### config.mk
export PLATFORM = sky130hd
export DESIGN_NAME = code_ram_arbiter
export DESIGN_NICKNAME = d
export VERILOG_FILES = /design/src/rtl/mtm_riscv_soc_pkg.sv /design/src/rtl/code_ram_arbiter_rr.sv /design/src/rtl/code_ram_arbiter.sv
export SDC_FILE = /design/constraint.sdc
export NUM_CORES = 1
export LEC_CHECK = 0
export ABC_CLOCK_PERIOD_IN_PS = 4200
export BUFFER_PORTS_ARGS = -buffer_cell sky130_fd_sc_hd__buf_4
export CELL_PAD_IN_SITES_DETAIL_PLACEMENT = 0
export CELL_PAD_IN_SITES_GLOBAL_PLACEMENT = 2
export CORE_UTILIZATION = 10
export DETAILED_ROUTE_END_ITERATION = 10
export PLACE_DENSITY_LB_ADDON = 0.2
export SLEW_MARGIN = 0
export SYNTH_ARGS = -nofsm -noshare
export SYNTH_HDL_FRONTEND = slang
export SYNTH_HIERARCHICAL = 1
export SYNTH_SLANG_ARGS = --single-unit
### constraint.sdc
create_clock -name clk -period 4.2 [get_ports clk]
set_input_delay 1.26 -clock clk [delete_from_list [all_inputs] [get_ports clk]]
set_output_delay 1.26 -clock clk [all_outputs]
set_load 0.005 [all_outputs]
### src/rtl/mtm_riscv_soc_pkg.sv
// Shared SoC types.
// Ownership tags for the code RAM arbitration path.
package mtm_riscv_soc_pkg;

  typedef enum logic [1:0] {
    CODE_RAM_NONE,
    CODE_RAM_INSTR,
    CODE_RAM_DATA
  } code_ram_owner_t;

endpackage

### src/rtl/code_ram_arbiter_rr.sv
// Two-master round-robin arbiter.
// req[0]/gnt[0] is the INSTR slot, req[1]/gnt[1] the DATA slot.
module rr_arbiter_2
  import mtm_riscv_soc_pkg::*;
(
  input  logic       clk,
  input  logic       rst_n,
  input  logic [1:0] req,
  output logic [1:0] gnt
);

  code_ram_owner_t last_q;
  code_ram_owner_t last_d;

  always_comb begin
    gnt = 2'b00;
    unique case (req)
      2'b01: gnt = 2'b01;
      2'b10: gnt = 2'b10;
      2'b11: begin
        // The master that did not win last time goes first.
        if (last_q == CODE_RAM_INSTR) gnt = 2'b10;
        else                          gnt = 2'b01;
      end
      default: gnt = 2'b00;
    endcase
  end

  always_comb begin
    last_d = last_q;
    if (gnt[0])      last_d = CODE_RAM_INSTR;
    else if (gnt[1]) last_d = CODE_RAM_DATA;
  end

  always_ff @(posedge clk or negedge rst_n) begin
    if (!rst_n) last_q <= CODE_RAM_DATA;
    else        last_q <= last_d;
  end

endmodule

### src/rtl/code_ram_arbiter.sv
// Code RAM sharing between fetch and data buses.
// Drives the RAM port and routes the 1-cycle read response.
module code_ram_arbiter
  import mtm_riscv_soc_pkg::*;
#(
  parameter int RAM_AW = 14
) (
  input  logic              clk,
  input  logic              rst_n,
  input  logic              instr_req,
  input  logic [31:0]       instr_addr,
  output logic              instr_gnt,
  output logic              instr_rvalid,
  output logic [31:0]       instr_rdata,
  input  logic              data_req,
  input  logic              data_we,
  input  logic [3:0]        data_be,
  input  logic [31:0]       data_addr,
  input  logic [31:0]       data_wdata,
  output logic              data_gnt,
  output logic              data_rvalid,
  output logic [31:0]       data_rdata,
  output logic              ram_req,
  output logic              ram_we,
  output logic [3:0]        ram_be,
  output logic [RAM_AW-1:0] ram_addr,
  output logic [31:0]       ram_wdata,
  input  logic [31:0]       ram_rdata
);

  logic [1:0]      gnt;
  code_ram_owner_t owner_q;
  code_ram_owner_t owner_d;

  rr_arbiter_2 u_arb (
    .clk   (clk),
    .rst_n (rst_n),
    .req   ({data_req, instr_req}),
    .gnt   (gnt)
  );

  assign instr_gnt = gnt[0];
  assign data_gnt  = gnt[1];
  assign ram_req   = instr_gnt | data_gnt;
  assign ram_wdata = data_wdata;

  always_comb begin
    ram_we   = 1'b0;
    ram_be   = 4'h0;
    ram_addr = '0;
    owner_d  = CODE_RAM_NONE;
    unique case (1'b1)
      instr_gnt: begin
        ram_be   = 4'hF;
        ram_addr = instr_addr[RAM_AW+1:2];
        owner_d  = CODE_RAM_INSTR;
      end
      data_gnt: begin
        ram_we   = data_we;
        ram_be   = data_be;
        ram_addr = data_addr[RAM_AW+1:2];
        owner_d  = CODE_RAM_DATA;
      end
      default: ;
    endcase
  end

  always_ff @(posedge clk or negedge rst_n) begin
    if (!rst_n) owner_q <= CODE_RAM_NONE;
    else        owner_q <= owner_d;
  end

  assign instr_rvalid = (owner_q == CODE_RAM_INSTR);
  assign data_rvalid  = (owner_q == CODE_RAM_DATA);
  assign instr_rdata  = ram_rdata;
  assign data_rdata   = ram_rdata;

  logic unused_addr_bits;
  assign unused_addr_bits = ^{instr_addr[31:RAM_AW+2],
                              instr_addr[1:0],
                              data_addr[31:RAM_AW+2],
                              data_addr[1:0]};

endmodule

## After elaboration in Yosys (flattened, before gate mapping)

Cells that the tools add are included.

| cells by class | value |
|---|---|
| order comparisons | 0 |
| reductions and logical operators | 1 |
| add/sub/neg operators | 0 |
| bitwise gates (word level) | 1 |
| div/mod/pow operators | 0 |
| equality and inequality tests | 6 |
| shifts and indexed selects | 0 |
| multiply operators | 0 |
| multiplexer cells | 8 |

Operators by type and width:

| operator | count |
|---|---|
| $pmux W14 S2 | 1 |
| $pmux W4 S2 | 1 |
| $eq A2 B1 Y1 const B | 3 |
| $eq A2 B2 Y1 const B | 3 |
| $mux W2 | 3 |
| $pmux W2 S3 | 1 |
| $pmux W2 S2 | 1 |
| $reduce_bool A2 Y1 | 1 |
| $mux W1 | 1 |
| $or A1 B1 Y1 | 1 |

| word-level totals | value |
|---|---|
| memory bits (read-only) | 0 |
| bits of input ports | 137 |
| bits in writable memories | 0 |
| memories | 0 |
| bits in registers | 4 |
| word-level logic and storage cells | 18 |
| bits in latches | 0 |
| output and inout bits | 120 |

## Depth between registers and ports, before layout

Gate-level depths: netlist (run 1).

| depth | value |
|---|---|
| depth in word-level cells | 5 |
| gate-level depth with buffers | 6 |
| mapped depth without buffers | 3 |

## Cells and area by module

Netlist (run 1), hierarchy kept.

By module, submodules not included:

| module | cells an instance | times used | area an instance (sq um) | seq. area each (sq um) |
|---|---|---|---|---|
| code_ram_arbiter | 126 | 1 | 988.4 | 50.0 |
| rr_arbiter_2 | 10 | 1 | 106.4 | 51.3 |

## Worst setup path before layout (run 1)

No wires, ideal clock.

| timing path | value |
|---|---|
| path kind | input-to-output |
| start | input port data_req |
| end | output port ram_addr[3] |
| buffers on the path | 3 |
| data required time | 2940 ps |
| path slack | 892 ps |
| arrival | 2048 ps |
| stages | 6 |
| cells stage by stage | inv_1 > o21a_1 > buf_4 > buf_6 > buf_6 > a22o_1 |

| on the way | value |
|---|---|
| word-level cells in the longest chain between the ends | 3 |
| elaborated cells on any way between the ends | 5 |
| those cells by class | 3 x eq/ne; 2 x mux |

RTL lines:

| element | line | source |
|---|---|---|
| start: declaration | code_ram_arbiter.sv:15 | `input logic data_req,` |
| $eq A2 B2 Y1 or $eq A2 B1 Y1 (tied branches) | code_ram_arbiter_rr.sv:17 | `unique case (req)` |
| $pmux W2 S3 * | code_ram_arbiter_rr.sv:17 |  |
| named net instr_gnt | code_ram_arbiter.sv:12 | `output logic instr_gnt,` |
| $pmux W14 S2 * | code_ram_arbiter.sv:52 | `unique case (1'b1)` |
| end: declaration | code_ram_arbiter.sv:26 | `output logic [RAM_AW-1:0] ram_addr,` |

The timed path passes the listed nets; every way through them passes the cells marked *.

## Worst setup path after layout (run 1)

| timing path | value |
|---|---|
| start | input port data_req |
| end | output port ram_addr[4] |

| on the way | value |
|---|---|
| word-level cells in the longest chain between the ends | 3 |
| elaborated cells on any way between the ends | 5 |
| those cells by class | 3 x eq/ne; 2 x mux |

RTL lines:

| element | line |
|---|---|
| $eq A2 B2 Y1 or $eq A2 B1 Y1 (tied branches) | code_ram_arbiter_rr.sv:17 |
| $pmux W2 S3 * | code_ram_arbiter_rr.sv:17 |
| $pmux W14 S2 * | code_ram_arbiter.sv:52 |

Mark *: on every way between the ends. The rest lies on a longest branch, timed or not.

==> summary.md, run 1 <==
| Metric | Value |
|---|---|
| Status | completed |
| Internal power of the cells | 0.181 mW |
| Drc violations | 0 |
| Routed len/inst | 10.7 um |
| Met2 wire len | 1280 um |
| Clk_skew | 0.00475 ns |
| Flop and latch count out of synthesis | 4 |
| Peak supply drop | 0.0000532 V |
| Final hold viol count | 0 |
| Post-Synthesis Mean Instance Area | 8.05 sq um |
| Std-Cell Core Area | 10500 sq um |
| Non-filler cells in the finished layout | 237 |
| Buffers on Ports | 60 |
| Final sum of negative setup slack | 0 ns |
| Cell area after synthesis | 1090 sq um |
| First-pass GRT wire length | 3370 um |
| Router iterations before antenna repair | 2 |
| Antenna violations before repair | 0 |
| Cell count after placement | 233 |
| Final #Nets | 239 |
| Category of the worst setup path capture point | output pin |
| Total number of vias | 647 |
| Cells after synthesis | 136 |
| Hold WC Path Type | register to register |
| Pleak | 0.502 nW |
| Setup repair after global routing missed its margin | no |
| Cell area after placement | 981 sq um |
| Hold slack final | 0.508 ns |
| Net count after synthesis | 273 |
| Count of unique library cells instantiated by Yosys | 16 |
| Tmin final | 3.52 ns |
| Cell repeated most along the worst path | buf_4 |
| CP peak stage delay | 0.32 ns |
| First DRT Iteration DRCs | 6 |
| CTS tree | built |
| Count of maximum capacitance violations | 0 |
| Post-CTS Setup Repair Bufs | 0 |
| Share of cells above drive strength 1 | 70.3% |
| Core Util, Final | 9.81% |
| Net load switching power | 0.0634 mW |
| Total wire length after detailed routing | 2540 um |
| Root Buffer Master | clkbuf_8 |
| Relative contribution of the clock network to total power | 35.4% |
| Cts-stage hold buffer count | 0 |
| Endpoints failing setup | 0 |
| DP Wirelength | 2130 um |
| Routed met3 length | 457 um |
| Highest metal layer with signal wires | met4 |
| Startpoint type of the worst setup path | input port |
| Power per Cell Area | 238 nW/um^2 |
| Vias in the first global route | 692 |
| Combinational group share of total power | 45.2% |
| Overall overflow remaining after global route | 0 |
| Endpoint arrival time on the critical path | 2.26 ns |
| Largest fanout on the critical path | 8 |
| Post-placement worst setup slack | 0.623 ns |
| Width of the die | 107 um |
| Clock Latency Late Sink | 0.22 ns |
| Peak Freq | 284 MHz |
| Final WS setup | 0.682 ns |
| Number of routed nets with antenna violations | 0 |
| Clock transition at the registers of the reported paths | 0.03 ns |
| Cell with the biggest individual delay on the critical path | o21a_1 |
| Antenna Cells | 0 |
| Worst-Margin Slew | 0.304 ns |
| Switching power share of the total | 25.9% |
| H-Tree Level Count | 1 |
| Placer congestion estimate | 0.701 |
| Initial Utilization | 10.5% |
| Boundary pin count | 257 |
| Number of CTS-inserted buffers | 3 |
| Total global routing track utilization | 3.90% |
| Max-slew violation count | 0 |
| Max-Slew Margin vs Limit | 79.7% |
| Maximum number of pins on one net before global-route repair | 13 |
| Power, Total | 0.244 mW |
| TritonCTS Sinks | 4 |
| Met1 Routed Length | 566 um |
| Number of fillers in the final layout | 1242 |
| Power share of the sequential group | 19.4% |
| Buffers from clock root to sink, at most | 2 |
| Die height | 107 um |
| Warning count from the yosys run | 6 |
| Share of the clock period used by the worst path after layout | 83.8% |
| CTS-repair resized insts | 0 |
| Worst Path Required | 2.94 ns |
| Cell Rows | 37 |
| CP Class | input port to output pin |
| Floorplan die area | 11400 sq um |
| CP Cell Sequence | buf_4, inv_1, o21a_1, buf_4, a22o_1, buf_4 |
| Portion of the post-synthesis area used by sequential elements | 9.26% |
| Vias/cell | 2.73 |
| Design Area, Final | 1030 sq um |
| Signed area change from the synthesized netlist to the final layout | -6.29% |
layer usage:
metal	track usage, %	vias to the layer above
met2	7.24	77
met4	5.48	0
met5	0	-
met3	2.01	42
met1	2.09	258
li1	-	270
flip-flops by register name (all words and copies together), names as in the netlist:
register	cells
owner_q	2
u_arb/last_q	2
cells in the final DEF, fill, tap and decap left out, drive strengths merged:
master and count:
a22o 15, nand2b 1, dfrtp 3, inv 1
dfstp 1, or2 1, o21a 1, buf 64
nor2b 2, clkbuf 4, and2 1, nor2 1
a21oi 2, a21o 4
power groups by stage:
stage | Sequential (mW) | Clock (mW) | Combinational, mW
4_1_cts | 0.0476 | 0.0920 | 0.113
5_1_grt | 0.0484 | 0.0959 | 0.120
2_1_floorplan | 0.0472 | 0 | 0.119
6_report | 0.0475 | 0.0866 | 0.110
3_5_place_dp | 0.0479 | 0 | 0.113
3_3_place_gp | 0.0477 | 0 | 0.113
cell families after synthesis:
kind of cell	share of synthesized area [%]
simple gates	3.89
flops	9.26
buf+inv	70.5
compound gates	16.3
cell usage after synthesis:
library cell | count | area share [%]
nand2b_4 | 1 | 1.3
nor2b_1 | 2 | 1.1
o21a_1 | 1 | 0.69
nor2_1 | 1 | 0.34
a22o_1 | 15 | 12
inv_1 | 1 | 0.34
a21o_1 | 4 | 2.7
dfrtp_1 | 3 | 6.9
dfstp_2 | 1 | 2.4
and2_1 | 1 | 0.57
or2_2 | 1 | 0.57
clkbuf_1 | 2 | 0.69
a21oi_1 | 2 | 0.91
buf_6 | 2 | 2.1
buf_2 | 2 | 0.91
buf_4 | 97 | 67
critical path: cells and delay by family:
| kind | cells | cell delay (ns) |
|---|---|---|
| buffers and inverters | 4 | 0.53 |
| AO/OA/AOI/OAI | 2 | 0.46 |
layout make-up:
cell class | instances | area, sq um | area share (%)
multi-input combinational | 28 | 225 | 22.0
inverter | 1 | 3.75 | 0.366
sequential | 4 | 101 | 9.88
timing repair buffer | 64 | 480 | 46.8
clock buffer | 4 | 45.0 | 4.39
tap | 136 | 170 | 16.6
final timing paths:
check / from / endpoint / slack [ns] / cells past startpoint
max: data_req / ram_addr[4] / 0.68 / 6
min: u_arb/last_q[1] / u_arb/last_q[1] / 0.51 / 2
max reg2reg: u_arb/last_q[1] / owner_q[0] / 3.12 / 2
min reg2reg: u_arb/last_q[1] / u_arb/last_q[1] / 0.51 / 2
max in group asynchronous: rst_n / u_arb/last_q[1] / 3.17 / 1
min in group asynchronous: rst_n / u_arb/last_q[0] / 0.83 / 1
Power figures use the tool's default switching activity.
==> inputs of run 2 (changes only) <==
--- a/config.mk
+++ b/config.mk
@@ -5,7 +5,7 @@
 export SDC_FILE = /design/constraint.sdc
 export NUM_CORES = 1
 export LEC_CHECK = 0
-export ABC_CLOCK_PERIOD_IN_PS = 4200
+export ABC_CLOCK_PERIOD_IN_PS = 3550
 export BUFFER_PORTS_ARGS = -buffer_cell sky130_fd_sc_hd__buf_4
 export CELL_PAD_IN_SITES_DETAIL_PLACEMENT = 0
 export CELL_PAD_IN_SITES_GLOBAL_PLACEMENT = 2
==> constraint.sdc (replaced) <==
create_clock -name clk -period 3.55 [get_ports clk]
set_input_delay 1.065 -clock clk [delete_from_list [all_inputs] [get_ports clk]]
set_output_delay 1.065 -clock clk [all_outputs]
set_load 0.005 [all_outputs]
==> run 2 against run 1 <==
  * Clock-buffer cell count unchanged
  * Clock power grew 17%
  * Die area is the same
  * Sequential share of layout area stayed put
  * Sequential cell count is the same
  * Routed wire length shrank 1.3%
  * Clock skew is 0.00051 ns higher
  * Utilization unchanged
  * Register-to-register slack worse by 0.66 ns
  * Cell count unchanged
  * Critical path type unchanged
  * Largest cell class unchanged
  * Highest routed layer unchanged
==> summary.md, run 2 (synthesis results as in run 1) <==
| Metric | Value |
|---|---|
| Share of cells above drive strength 1 | 70.3% (unchanged) |
| Total wire length after detailed routing | 2510 um (-1.3%) |
| Met2 wire len | 1290 um (+0.55%) |
| Hold slack final | 0.503 ns (-0.00559 ns) |
| CP Cell Sequence | buf_4, inv_1, o21a_1, buf_4, or2_2, buf_4 |
| Post-CTS Setup Repair Bufs | 0 (unchanged) |
| Final sum of negative setup slack | 0 ns (unchanged) |
| Routed len/inst | 10.6 um (-1.3%) |
| Cell repeated most along the worst path | buf_4 |
| Status | completed |
| CTS-repair resized insts | 0 (unchanged) |
| Setup repair after global routing missed its margin | no |
| Initial Utilization | 10.5% (unchanged) |
| Endpoints failing setup | 0 (unchanged) |
| Largest registers | owner_q: 2 flops, u_arb/last_q: 2 flops |
| Cell Rows | 37 (unchanged) |
| Antenna Cells | 0 (unchanged) |
| Met1 Routed Length | 490 um (-13%) |
| Cell area after placement | 981 sq um (unchanged) |
| Commonest non-fill, non-tap cell in the layout | buf_4 |
| TritonCTS Sinks | 4 (unchanged) |
| Signed area change from the synthesized netlist to the final layout | -6.29% (unchanged) |
| Total number of vias | 650 (+0.46%) |
| Design Area, Final | 1030 sq um (unchanged) |
| Core Util, Final | 9.81% (unchanged) |
| Max-slew violation count | 0 (unchanged) |
| CP peak stage delay | 0.30 ns (-0.02 ns) |
| DP Wirelength | 2160 um (+1.4%) |
| CP Class | input port to output pin |
| Width of the die | 107 um (unchanged) |
| Vias/cell | 2.74 (+0.46%) |
| First-pass GRT wire length | 3420 um (+1.4%) |
| Router iterations before antenna repair | 2 (unchanged) |
| Buffers on Ports | 60 (unchanged) |
| Power per Cell Area | 280 nW/um^2 (+18%) |
| Antenna violations before repair | 0 (unchanged) |
| Maximum number of pins on one net before global-route repair | 14 (+1) |
| Number of fillers in the final layout | 1237 (-0.40%) |
| Endpoint arrival time on the critical path | 2.04 ns (-0.22 ns) |
| Worst Path Required | 2.48 ns (-0.46 ns) |
| Root Buffer Master | clkbuf_8 |
| CTS tree | built |
| Most frequent cells in the layout | 64 x buf_4, 15 x a22o_1, 4 x a21o_1, 3 x clkbuf_8, 3 x dfrtp_1 |
| Final #Nets | 239 (unchanged) |
| First DRT Iteration DRCs | 7 (+1) |
| Total global routing track utilization | 3.99% (+0.091 points) |
| Final hold viol count | 0 (unchanged) |
| Clock Latency Late Sink | 0.22 ns (about the same) |
| Placer congestion estimate | 0.663 (-5.4%) |
| Std-Cell Core Area | 10500 sq um (unchanged) |
| Clk_skew | 0.00526 ns (+0.000506 ns) |
| Floorplan die area | 11400 sq um (unchanged) |
| Largest fanout on the critical path | 13 (+5) |
| Tmin final | 3.11 ns |
| Share of the clock period used by the worst path after layout | 87.5% |
| Peak Freq | 322 MHz |
| Hold WC Path Type | register to register |
| Startpoint type of the worst setup path | input port |
| Overall overflow remaining after global route | 0 (unchanged) |
| Clock transition at the registers of the reported paths | 0.03 ns (about the same) |
| Worst-Margin Slew | 0.144 ns (-0.160 ns) |
| Count of maximum capacitance violations | 0 (unchanged) |
| Cts-stage hold buffer count | 0 (unchanged) |
| H-Tree Level Count | 1 (unchanged) |
| Highest metal layer with signal wires | met4 |
| Boundary pin count | 257 (unchanged) |
| Number of CTS-inserted buffers | 3 (unchanged) |
| Buffers from clock root to sink, at most | 2 (unchanged) |
| Cell with the biggest individual delay on the critical path | or2_2 |
| Number of routed nets with antenna violations | 0 (unchanged) |
| Peak supply drop | 0.0000778 V (+46%) |
| Drc violations | 0 (unchanged) |
| Max-Slew Margin vs Limit | 90.4% (+11 points) |
| Pleak | 0.502 nW (unchanged) |
| Die height | 107 um (unchanged) |
| Vias in the first global route | 708 (+2.3%) |
| Routed met3 length | 489 um (+7.0%) |
| Category of the worst setup path capture point | output pin |
run 2: cell counts in the layout (fill, tap and decap cells not counted):
No cell type changed its count.
run 2: per-stage QoR:
stage	cells	setup slack (ns)	total power [mW]
final	237	0.445	0.287
after global routing	237	0.384	0.310
after CTS	237	0.417	0.294
after detailed placement	233	0.422	0.190
after global placement	233	0.435	0.190
after floorplan	136	0.632	0.197
run 2: cell type report:
type / count / area (sq um) / share of cell area (%)
well taps: 136 / 170 / 16.6
flip-flops and latches: 4 / 101 / 9.88
inverters: 1 / 3.75 / 0.366
repair buffers: 64 / 480 / 46.8
clock buffers: 4 / 45.0 / 4.39
multi-input cells: 28 / 225 / 22.0
run 2: worst paths after layout:
path                                 start         endpoint  slack (ns)  cells past startpoint
max                               data_req          ram_req        0.44                      6
max in group asynchronous            rst_n  u_arb/last_q[1]        2.71                      1
min in group asynchronous            rst_n       owner_q[1]        0.64                      1
min                        u_arb/last_q[1]  u_arb/last_q[1]        0.50                      2
max reg2reg                u_arb/last_q[1]       owner_q[0]        2.46                      3
min reg2reg                u_arb/last_q[1]  u_arb/last_q[1]        0.50                      2
run 2: worst max-delay path, delay by kind of cell:
kind	cells	cell delay, ns
and+or+nand+nor	1	0.30
AOI/OAI and AO/OA	1	0.21
buffers and inverters	4	0.47
run 2: metal layers:
layer	track usage, %	vias to the layer above
li1	-	270
met1	1.91	251
met2	7.56	81
met3	2.49	48
met4	5.19	0
met5	0	-
run 2: report_power, final:
group / internal, mW / switching, mW
Combinational: 0.0848 / 0.0458
Sequential: 0.0526 / 0.00354
Clock: 0.0767 / 0.0240
Total: 0.214 / 0.0733
==> inputs of run 3 (changes only) <==
--- a/config.mk
+++ b/config.mk
@@ -5,8 +5,10 @@
 export SDC_FILE = /design/constraint.sdc
 export NUM_CORES = 1
 export LEC_CHECK = 0
+export ABC_AREA = 1
 export ABC_CLOCK_PERIOD_IN_PS = 3550
 export BUFFER_PORTS_ARGS = -buffer_cell sky130_fd_sc_hd__buf_4
+export CAP_MARGIN = 15
 export CELL_PAD_IN_SITES_DETAIL_PLACEMENT = 0
 export CELL_PAD_IN_SITES_GLOBAL_PLACEMENT = 2
 export CORE_UTILIZATION = 10
==> run 3 against run 2 <==
  * Register-to-register slack is essentially flat
  * Clock skew is essentially flat
  * Sequential power is essentially flat
==> summary.md, run 3 <==
| Metric | Value |
|---|---|
| Maximum number of pins on one net before global-route repair | 23 (+9) |
| Net count after synthesis | 313 (+15%) |
| Cts-stage hold buffer count | 0 (unchanged) |
| Final hold viol count | 0 (unchanged) |
| First-pass GRT wire length | 3450 um (+0.82%) |
| Drc violations | 0 (unchanged) |
| Clock transition at the registers of the reported paths | 0.04 ns (about the same) |
| Clk_skew | 0.00481 ns (-0.000445 ns) |
| Buffers from clock root to sink, at most | 2 (unchanged) |
| Number of enable flip-flop cells after synthesis | 0 (unchanged) |
| Post-CTS Setup Repair Bufs | 0 (unchanged) |
| Tmin final | 3.03 ns (-0.0774 ns) |
| Most used standard cell by instance count after synthesis | buf_4 |
| DP Wirelength | 1960 um (-9.3%) |
| TritonCTS Sinks | 4 (unchanged) |
| Cell count after placement | 276 (+18%) |
| Non-filler cells in the finished layout | 280 (+18%) |
| Largest cells by area after synthesis | buf_4 65%, nand2_1 19%, dfrtp_1 6.7% |
| Number of routed nets with antenna violations | 0 (unchanged) |
| Floorplan die area | 11700 sq um (+2.8%) |
| Category of the worst setup path capture point | output pin |
| Proportion of synthesized flip-flops having asynchronous set or reset | 100% (unchanged) |
| Antenna violations before repair | 0 (unchanged) |
| H-Tree Level Count | 1 (unchanged) |
| Peak Freq | 330 MHz (+2.6%) |
| Total wire length after detailed routing | 2590 um (+3.2%) |
| Final WS setup | 0.522 ns (+0.0774 ns) |
| Root Buffer Master | clkbuf_8 |
| CTS tree | built |
| Initial Utilization | 10.3% (-0.12 points) |
| Clock Latency Late Sink | 0.22 ns (about the same) |
| CP Class | input port to output pin |
| Cells after synthesis | 176 (+29%) |
| Total global routing track utilization | 3.96% (-0.030 points) |
| Power per Cell Area | 281 nW/um^2 (+0.24%) |
| Share of Yosys cell area claimed by the top area cell type | 64.7% (-1.8 points) |
| Hold WC Path Type | register to register |
| Width of the die | 108 um (+1.4%) |
| Placer congestion estimate | 0.594 (-11%) |
| Buffers on Ports | 60 (unchanged) |
| Max-slew violation count | 0 (unchanged) |
| Vias/cell | 2.59 (-5.5%) |
| Met1 Routed Length | 760 um (+55%) |
| Antenna Cells | 0 (unchanged) |
| Boundary pin count | 257 (unchanged) |
| Flop and latch count out of synthesis | 4 (unchanged) |
| Commonest non-fill, non-tap cell in the layout | buf_4 |
| First DRT Iteration DRCs | 32 (+25) |
| Endpoints failing setup | 0 (unchanged) |
| Largest fanout on the critical path | 17 (+4) |
| Share of the clock period used by the worst path after layout | 85.3% (-2.2 points) |
| Warning count from the yosys run | 6 (unchanged) |
| CTS-repair resized insts | 0 (unchanged) |
| Count of unique library cells instantiated by Yosys | 11 (-5) |
| Max-Slew Margin vs Limit | 81.5% (-8.9 points) |
| WHS Path Cells | 2 (unchanged) |
| Most area-hungry cell type in the Yosys netlist | buf_4 |
| Largest registers | owner_q: 2 flops, u_arb/last_q: 2 flops |
| Most numerous cell types in the synthesized netlist | 97 x buf_4, 57 x nand2_1, 7 x inv_1 |
| Cell Rows | 38 (+2.7%) |
| Post-Synthesis Mean Instance Area | 6.40 sq um (-21%) |
| Signed area change from the synthesized netlist to the final layout | -6.00% |
| Final #Nets | 278 (+16%) |
| Peak supply drop | 0.0000753 V (-3.2%) |
| Pleak | 0.578 nW (+15%) |
| Vias in the first global route | 666 (-5.9%) |
| Most frequent cells in the layout | 62 x buf_4, 57 x nand2_1, 7 x inv_1 |
| Cell area after synthesis | 1130 sq um (+2.9%) |
| R2r worst-path depth | 5 (+2) |
| Routed met3 length | 369 um (-25%) |
| Total number of vias | 726 (+12%) |
| Portion of the post-synthesis area used by sequential elements | 9.00% (-0.26 points) |
| Highest metal layer with signal wires | met4 |
| Share of cells above drive strength 1 | 48.6% (-22 points) |
| Core Util, Final | 9.72% (-0.084 points) |
| Power, Total | 0.297 mW (+3.4%) |
| Number of CTS-inserted buffers | 3 (unchanged) |
| Worst Path Required | 2.48 ns (about the same) |
| Synth Flop Type | dfrtp_1 |
| Std-Cell Core Area | 10900 sq um (+4.1%) |
| Startpoint type of the worst setup path | input port |
| Die height | 108 um (+1.4%) |
| Setup repair after global routing missed its margin | no |
| Worst-Margin Slew | 0.278 ns (+0.133 ns) |
| Status | completed |
| Overall overflow remaining after global route | 0 (unchanged) |
| Final sum of negative setup slack | 0 ns (unchanged) |
| Count of maximum capacitance violations | 0 (unchanged) |
| Endpoint arrival time on the critical path | 1.96 ns (-0.08 ns) |
| Met2 wire len | 1280 um (-0.31%) |
| Post-placement worst setup slack | 0.459 ns (+0.0375 ns) |
| Router iterations before antenna repair | 3 (+1) |
| Routed len/inst | 9.24 um (-13%) |
run 3: worst paths after layout:
path,from,endpoint,slack (ns)
worst max-delay path,data_req,ram_be[3],0.52
worst min-delay path,u_arb/last_q[0],u_arb/last_q[0],0.50
worst max register to register,u_arb/last_q[1],owner_q[0],2.45
worst min register to register,u_arb/last_q[0],u_arb/last_q[0],0.50
max in group asynchronous,rst_n,u_arb/last_q[1],2.72
min in group asynchronous,rst_n,u_arb/last_q[0],0.63
run 3: routing by layer:
layer	up-vias	global-route usage, %
met4	0	4.79
met5	-	0
met1	293	3.21
met2	49	6.96
met3	36	1.27
li1	348	-
run 3: stage by stage:
step	cell area, sq um	hold WS [ns]
3_5_place_dp	1010	0.493
2_1_floorplan	1130	0.469
4_1_cts	1060	0.508
5_1_grt	1060	0.541
3_3_place_gp	1010	0.501
6_report	1060	0.505
run 3: cells by family (layout without fill, tap and decap cells):
group,after synthesis,in the layout,synth area share [%]
AOI/OAI and AO/OA,2,2,0.889
DFF,4,4,9.00
buffers and inverters,109,73,69.6
and+or+nand+nor,61,61,20.6
run 3: critical path, stage by stage:
cell     delay (ns)
buf_4          0.11
inv_1          0.09
nand2_1        0.06
nand2_1        0.06
buf_4          0.23
inv_1          0.14
nand2_1        0.09
buf_4          0.11
run 3: where the power goes:
group | internal (mW) | switching, mW
Combinational | 0.0784 | 0.0591
Sequential | 0.0529 | 0.00343
Clock | 0.0770 | 0.0264
run 3: area by class of cell:
class | instances | area, sq um
repair buffers | 62 | 465
well taps | 140 | 175
multi-input cells | 63 | 245
fillers | 1281 | 9830
flip-flops and latches | 4 | 101
clock buffers | 4 | 45.0
inverters | 7 | 26.3
